<file path="src/rtl/fetch_stage_if.sv">
// Bundle of memory, redirect and decode-side signals around the fetch stage.
// master = the fetch stage itself, slave = memory/redirect/decode environment.
interface fetch_stage_if #(
   parameter int ISSUE_W = 2
);
   logic [31:0]           imem_addr;
   logic [32*ISSUE_W-1:0] imem_rdata;
   logic                  imem_err;
   logic                  redirect_valid;
   logic [31:0]           redirect_pc;
   logic                  out_valid;
   logic                  out_ready;
   logic [31:0]           out_pc;
   logic [32*ISSUE_W-1:0] out_inst;
   logic                  out_err;
   logic                  halt;
   logic [31:0]           fetch_count;

   modport master (
      output imem_addr, out_valid, out_pc, out_inst, out_err, halt, fetch_count,
      input  imem_rdata, imem_err, redirect_valid, redirect_pc, out_ready
   );

   modport slave (
      input  imem_addr, out_valid, out_pc, out_inst, out_err, halt, fetch_count,
      output imem_rdata, imem_err, redirect_valid, redirect_pc, out_ready
   );
endinterface

</file>
<file path="src/rtl/fetch_stage.sv">
// Instruction fetch stage: PC sequencer feeding a BUF_DEPTH-entry bundle queue,
// with redirect flush and a sticky halt on memory access errors.
module fetch_stage #(
   parameter int          ISSUE_W   = 2,
   parameter int          BUF_DEPTH = 4,
   parameter logic [31:0] RESET_PC  = 32'h0000_1000
) (
   input  logic          clk,
   input  logic          rst,
   fetch_stage_if.master bus
);
   localparam int          IW        = 32 * ISSUE_W;
   localparam int          PW        = $clog2(BUF_DEPTH);
   localparam int          OW        = PW + 1;
   localparam logic [31:0] STEP      = 32'(4 * ISSUE_W);
   localparam logic [31:0] ALIGN_MSK = ~(STEP - 32'd1);

   logic [31:0]   pc_q, pc_d;
   logic          halt_q, halt_d;
   logic [31:0]   cnt_q, cnt_d;
   logic [PW-1:0] wr_ptr_q, wr_ptr_d;
   logic [PW-1:0] rd_ptr_q, rd_ptr_d;
   logic [OW-1:0] occ_q, occ_d;
   logic          enq, deq;

   logic [31:0]   pc_mem   [BUF_DEPTH];
   logic [IW-1:0] inst_mem [BUF_DEPTH];
   logic          err_mem  [BUF_DEPTH];

   // A redirect suppresses both handshakes, so the head it flushes is never consumed.
   always_comb begin
      deq = (occ_q != '0) && bus.out_ready && !bus.redirect_valid;
      enq = !halt_q && !bus.redirect_valid && ((occ_q != OW'(BUF_DEPTH)) || deq);
   end

   always_comb begin
      pc_d     = pc_q;
      halt_d   = halt_q;
      cnt_d    = cnt_q;
      wr_ptr_d = wr_ptr_q;
      rd_ptr_d = rd_ptr_q;
      occ_d    = occ_q;
      if (bus.redirect_valid) begin
         pc_d     = bus.redirect_pc & ALIGN_MSK;
         halt_d   = 1'b0;
         wr_ptr_d = '0;
         rd_ptr_d = '0;
         occ_d    = '0;
      end else begin
         if (enq) begin
            pc_d     = pc_q + STEP;
            cnt_d    = cnt_q + 32'd1;
            wr_ptr_d = wr_ptr_q + PW'(1);
            if (bus.imem_err) begin
               halt_d = 1'b1;
            end
         end
         if (deq) begin
            rd_ptr_d = rd_ptr_q + PW'(1);
         end
         if (enq && !deq) begin
            occ_d = occ_q + OW'(1);
         end else if (deq && !enq) begin
            occ_d = occ_q - OW'(1);
         end
      end
   end

   always_ff @(posedge clk) begin
      if (!rst) begin
         pc_q     <= RESET_PC;
         halt_q   <= 1'b0;
         cnt_q    <= '0;
         wr_ptr_q <= '0;
         rd_ptr_q <= '0;
         occ_q    <= '0;
      end else begin
         pc_q     <= pc_d;
         halt_q   <= halt_d;
         cnt_q    <= cnt_d;
         wr_ptr_q <= wr_ptr_d;
         rd_ptr_q <= rd_ptr_d;
         occ_q    <= occ_d;
      end
   end

   // Queue storage needs no reset; occupancy alone decides what is valid.
   always_ff @(posedge clk) begin
      if (rst && enq) begin
         pc_mem[wr_ptr_q]   <= pc_q;
         inst_mem[wr_ptr_q] <= bus.imem_rdata;
         err_mem[wr_ptr_q]  <= bus.imem_err;
      end
   end

   assign bus.imem_addr   = pc_q;
   assign bus.out_valid   = (occ_q != '0);
   assign bus.out_pc      = pc_mem[rd_ptr_q];
   assign bus.out_inst    = inst_mem[rd_ptr_q];
   assign bus.out_err     = bus.out_valid && err_mem[rd_ptr_q];
   assign bus.halt        = halt_q;
   assign bus.fetch_count = cnt_q;
endmodule

</file>
<file path="src/flat_wrapper.sv">
// flat-port wrapper written by rule: the top's interface ports become plain ports
module fetch_stage_flat 
#(
   parameter int          ISSUE_W   = 2,
   parameter int          BUF_DEPTH = 4,
   parameter logic [31:0] RESET_PC  = 32'h0000_1000
)
  (clk, rst, bus_imem_addr, bus_out_valid, bus_out_pc, bus_out_inst, bus_out_err, bus_halt, bus_fetch_count, bus_imem_rdata, bus_imem_err, bus_redirect_valid, bus_redirect_pc, bus_out_ready);
  fetch_stage_if #(.ISSUE_W(ISSUE_W)) bus_i ();
  input  logic clk;
  input  logic rst;
  output wire logic [$bits(bus_i.imem_addr)-1:0] bus_imem_addr;
  output wire logic [$bits(bus_i.out_valid)-1:0] bus_out_valid;
  output wire logic [$bits(bus_i.out_pc)-1:0] bus_out_pc;
  output wire logic [$bits(bus_i.out_inst)-1:0] bus_out_inst;
  output wire logic [$bits(bus_i.out_err)-1:0] bus_out_err;
  output wire logic [$bits(bus_i.halt)-1:0] bus_halt;
  output wire logic [$bits(bus_i.fetch_count)-1:0] bus_fetch_count;
  input wire logic [$bits(bus_i.imem_rdata)-1:0] bus_imem_rdata;
  input wire logic [$bits(bus_i.imem_err)-1:0] bus_imem_err;
  input wire logic [$bits(bus_i.redirect_valid)-1:0] bus_redirect_valid;
  input wire logic [$bits(bus_i.redirect_pc)-1:0] bus_redirect_pc;
  input wire logic [$bits(bus_i.out_ready)-1:0] bus_out_ready;
  assign bus_imem_addr = bus_i.imem_addr;
  assign bus_out_valid = bus_i.out_valid;
  assign bus_out_pc = bus_i.out_pc;
  assign bus_out_inst = bus_i.out_inst;
  assign bus_out_err = bus_i.out_err;
  assign bus_halt = bus_i.halt;
  assign bus_fetch_count = bus_i.fetch_count;
  assign bus_i.imem_rdata = bus_imem_rdata;
  assign bus_i.imem_err = bus_imem_err;
  assign bus_i.redirect_valid = bus_redirect_valid;
  assign bus_i.redirect_pc = bus_redirect_pc;
  assign bus_i.out_ready = bus_out_ready;
  fetch_stage #(.ISSUE_W(ISSUE_W), .BUF_DEPTH(BUF_DEPTH), .RESET_PC(RESET_PC)) u_core (.clk(clk), .rst(rst), .bus(bus_i));
endmodule
</file>
<file path="config.mk">
export PLATFORM = sky130hd
export DESIGN_NAME = fetch_stage_flat
export DESIGN_NICKNAME = d
export VERILOG_FILES = /design/src/rtl/fetch_stage_if.sv /design/src/rtl/fetch_stage.sv /design/src/flat_wrapper.sv
export SDC_FILE = /design/constraint.sdc
export NUM_CORES = 1
export LEC_CHECK = 0
export ABC_CLOCK_PERIOD_IN_PS = 5570
export CAP_MARGIN = 20
export CORE_ASPECT_RATIO = 1.4
export CORE_UTILIZATION = 40
export DETAILED_ROUTE_END_ITERATION = 8
export GPL_ROUTABILITY_DRIVEN = 0
export GPL_TIMING_DRIVEN = 0
export MAX_ROUTING_LAYER = met4
export PLACE_DENSITY_LB_ADDON = 0.15
export SYNTH_ARGS = -nofsm -noshare
export SYNTH_HDL_FRONTEND = slang
export SYNTH_SLANG_ARGS = --single-unit
</file>
<file path="constraint.sdc">
create_clock -name clk -period 5.57 [get_ports clk]
set_input_delay 1.671 -clock clk [delete_from_list [all_inputs] [get_ports clk]]
set_output_delay 1.671 -clock clk [all_outputs]
set_load 0.1 [all_outputs]
</file>
==> reports/metrics.csv, run 1 <==
stage;metric;value;unit
grt;grt_pass1_vias;10350;
place;hpwl;26.77;mm
synthesis;synth_top_family_by_area;multiplexers;
synthesis;ys_seq_area_share;73.25;%
synthesis;yosysWarnings;0;
die;die_w;178.0;um
timing;tightestPinTransition;1.111;ns
detailed_routing;antenna_left;0;
detailed_routing;routed_wl;40.01;mm
grt;grt_usage;18.77;%
die;coreArea;42430;um2
detailed_routing;dr.pass1.iters;7;
finish;nNetsFinal;1380;
worst_setup_path;path_class;reg2out;
detailed_routing;wl_per_cell;21.63;um
clock_tree;cts_hold_buf;0;
power;p_leak;6.977;nW
clock_tree;cts_tree;built;
worst_setup_path;start_kind;flip-flop;
worst_setup_path;crit_fanout;10;
clock_tree;post_cts_buffers;0;
synthesis;synth_top_cell_by_area;edfxtp_1;
power;power_density;341.0;nW/um2
synthesis;synth_compound_area_share;3.590;%
clock_tree;htree_levels;2;
synthesis;yosys.area_share.adder;0.6200;%
clock_tree;cts.sinks;447;
die;dieArea;44240;um2
detailed_routing;highest_layer;met4;
run;cap_violations;0;
timing;fin_crit;5.333;ns
timing;timing.slew.headroom;25.73;%
synthesis;synth_area_leaders;edfxtp_1 (65%), mux4_2 (12%), dfxtp_1 (8.2%);
synthesis;synth_mux_area_share;12.83;%
detailed_routing;wl_met1;15.37;mm
timing;whs;0.4857;ns
timing;rsz0062_at_grt;false;
timing;post-route-period-util;95.75;%
timing;fmax;0.1875;GHz
synthesis;syn_area_per_cell;18.12;um2
die;start_util;40.91;%
clock_tree;clk_path_buf_depth;3;
synthesis;synth_flop_cell;edfxtp_1;
timing;clock-skew-final;0.01456;ns
place;portBuffers;254;
finish;fill_cells;3469;
synthesis;synth_xor_area_share;0.9588;%
synthesis;synth_seq_cells;447;
power;vdd_drop_max;0.1833;mV
synthesis;synthDistinctLibCells;51;
synthesis;yosys-top-cells-count;edfxtp_1 (376), mux4_2 (94), dfxtp_1 (71);
worst_setup_path;endpoint_kind;output pin;
power;p_total;0.007571;W
detailed_routing;drtIter0Drc;637;
synthesis;yosysMostFrequentCell;edfxtp_1;
finish;drive_gt1_share;15.03;%
detailed_routing;vias;9948;
finish;areaGrowthSynthToFinish;27.93;%
clock_tree;clock_latency;0.54;ns
detailed_routing;vias_per_cell;5.377;
clock_tree;clkTransAtPathRegs;0.06;ns
worst_setup_path;critPathRequiredTime;3.90;ns
synthesis;synth_simple_gate_area_share;6.957;%
finish;postLayoutCoreUtil;52.33;%
synthesis;async_flop_share;0;%
synthesis;synthCells;958;
grt;antenna_found_initial;0;
grt;grt_pass1_wl;60.59;mm
detailed_routing;wl_met3;2.911;mm
timing;slew_violations;0;
die;ios;264;
clock_tree;cts_buffers;44;
synthesis;synth_area;17360;um2
synthesis;yosysTopAreaCellShare;65.06;%
clock_tree;root_buffer;clkbuf_16;
run_status;status;complete, no violations;
grt;grt_max_degree;52;
die;rows;89;
detailed_routing;drc_errors;0;
finish;diodes;0;
timing;finalHoldViolCount;0;
grt;grt-ovfl-total;0;
worst_setup_path;cp_data_arrival_time;3.66;ns
min_path;hp-class;reg2reg;
synthesis;synth_edf_count;376;
timing;setup_viol;0;
detailed_routing;wl_met2;20.74;mm
die;die_h;248.5;um
final timing paths:
kind | startpoint | to | slack [ns] | cells past startpoint
setup / recovery | flip-flop | bus_out_inst[35] | 0.24 | 4
hold reg to reg | u_core.bus.fetch_count[31] | u_core.bus.fetch_count[31] | 0.49 | 2
hold / removal | u_core.bus.fetch_count[31] | u_core.bus.fetch_count[31] | 0.49 | 2
setup reg to reg | u_core.occ_q[0] | u_core.inst_mem[2][56] | 2.57 | 6
worst max-delay path: stages (launching register included):
cell and delay, ns:
dfxtp_1 0.43, buf_1 0.60, clkbuf_1 0.60, mux4_2 0.33, clkdlybuf4s50_1 1.16
layer usage:
metal	vias up	global-route usage (%)
met4	0	5.836
met3	64	4.587
met5	-	-
met1	5042	21.30
li1	4531	-
met2	311	32.26
placed cells by master, fill, tap and decap left out, types with 7 or more instances in the layout:
master and instances:
nand3_1 25, or4_1 19, nor2_1 31, a21oi_1 25
nor4_1 14, inv_1 11, clkinv_2 8, or3_1 13
clkinv_1 10, ha_1 7, clkbuf_16 45, buf_2 15
clkdlybuf4s50_1 252, and4_1 9, nand2_1 31, xor2_1 9
xnor2_1 10, nand4_1 16, nand2b_1 10, edfxtp_1 376
nor3_1 8, and3_1 8, a211oi_1 10, mux4_2 94
o31ai_1 19, mux2i_1 11, o21ai_0 26, dfxtp_1 71
clkbuf_1 41
state kept, by name, summed over array words and instances (netlist names), named ones only:
register	flops
u_core.pc_mem	116
u_core.bus.halt	1
u_core.inst_mem	256
u_core.occ_q	3
u_core.bus.imem_addr	29
u_core.bus.fetch_count	32
u_core.rd_ptr_q	2
u_core.err_mem	4
u_core.wr_ptr_q	2
report_power, final:
part | internal (W) | total (W) | switching [W]
registers | 0.00370 | 0.00376 | 0.0000542
logic | 0.000274 | 0.000971 | 0.000696
clock network | 0.00164 | 0.00284 | 0.00120
total | 0.00562 | 0.00757 | 0.00195
kinds of logic (layout without fill, tap and decap cells):
logic type               after synthesis  count (layout)
flip-flops                           447             447
AND/OR/NAND/NOR                      210             210
multiplexers                         105             105
AO/OA/AOI/OAI                         99              99
buffers and inverters                 69             410
XOR/XNOR                              19              19
adder cells (fa/ha/maj)                8               8
other                                  1               6
layout make-up:
cell class	instances	area [um2]	share of cell area, %
Buffer	57	264.0	1.189
Clock buffer	57	1191	5.365
Clock inverter	22	180.2	0.8115
Inverter	12	45.04	0.2029
Multi-Input combinational cell	447	4374	19.70
Sequential cell	447	12710	57.26
Tap cell	546	683.2	3.077
Timing Repair Buffer	262	2753	12.40
metrics by stage:
stage	cells	area, um2	setup TNS, ns	setup slack, ns
floorplan	963	17370	0	0.4861
CTS	1850	22200	0	0.04436
global placement	1763	20600	-1002.36	-2.712
detailed placement	1771	20830	0	0.4214
finish	1850	22200	0	0.2366
global route	1850	22200	0	0.004714
timing repair:
item	CTS	global route
cloned	0	0
endpoints found under the setup margin	60	2
gates resized for setup	1	2
Power figures use the tool's default switching activity.
==> inputs of run 2 (changes only) <==
--- a/config.mk
+++ b/config.mk
@@ -14,6 +14,7 @@
 export GPL_TIMING_DRIVEN = 0
 export MAX_ROUTING_LAYER = met4
 export PLACE_DENSITY_LB_ADDON = 0.15
+export SKIP_LAST_GASP = 1
 export SYNTH_ARGS = -nofsm -noshare
 export SYNTH_HDL_FRONTEND = slang
 export SYNTH_SLANG_ARGS = --single-unit
==> results of run 2 <==
Same layout as run 1: the final DEF is identical, and so are final timing and power.
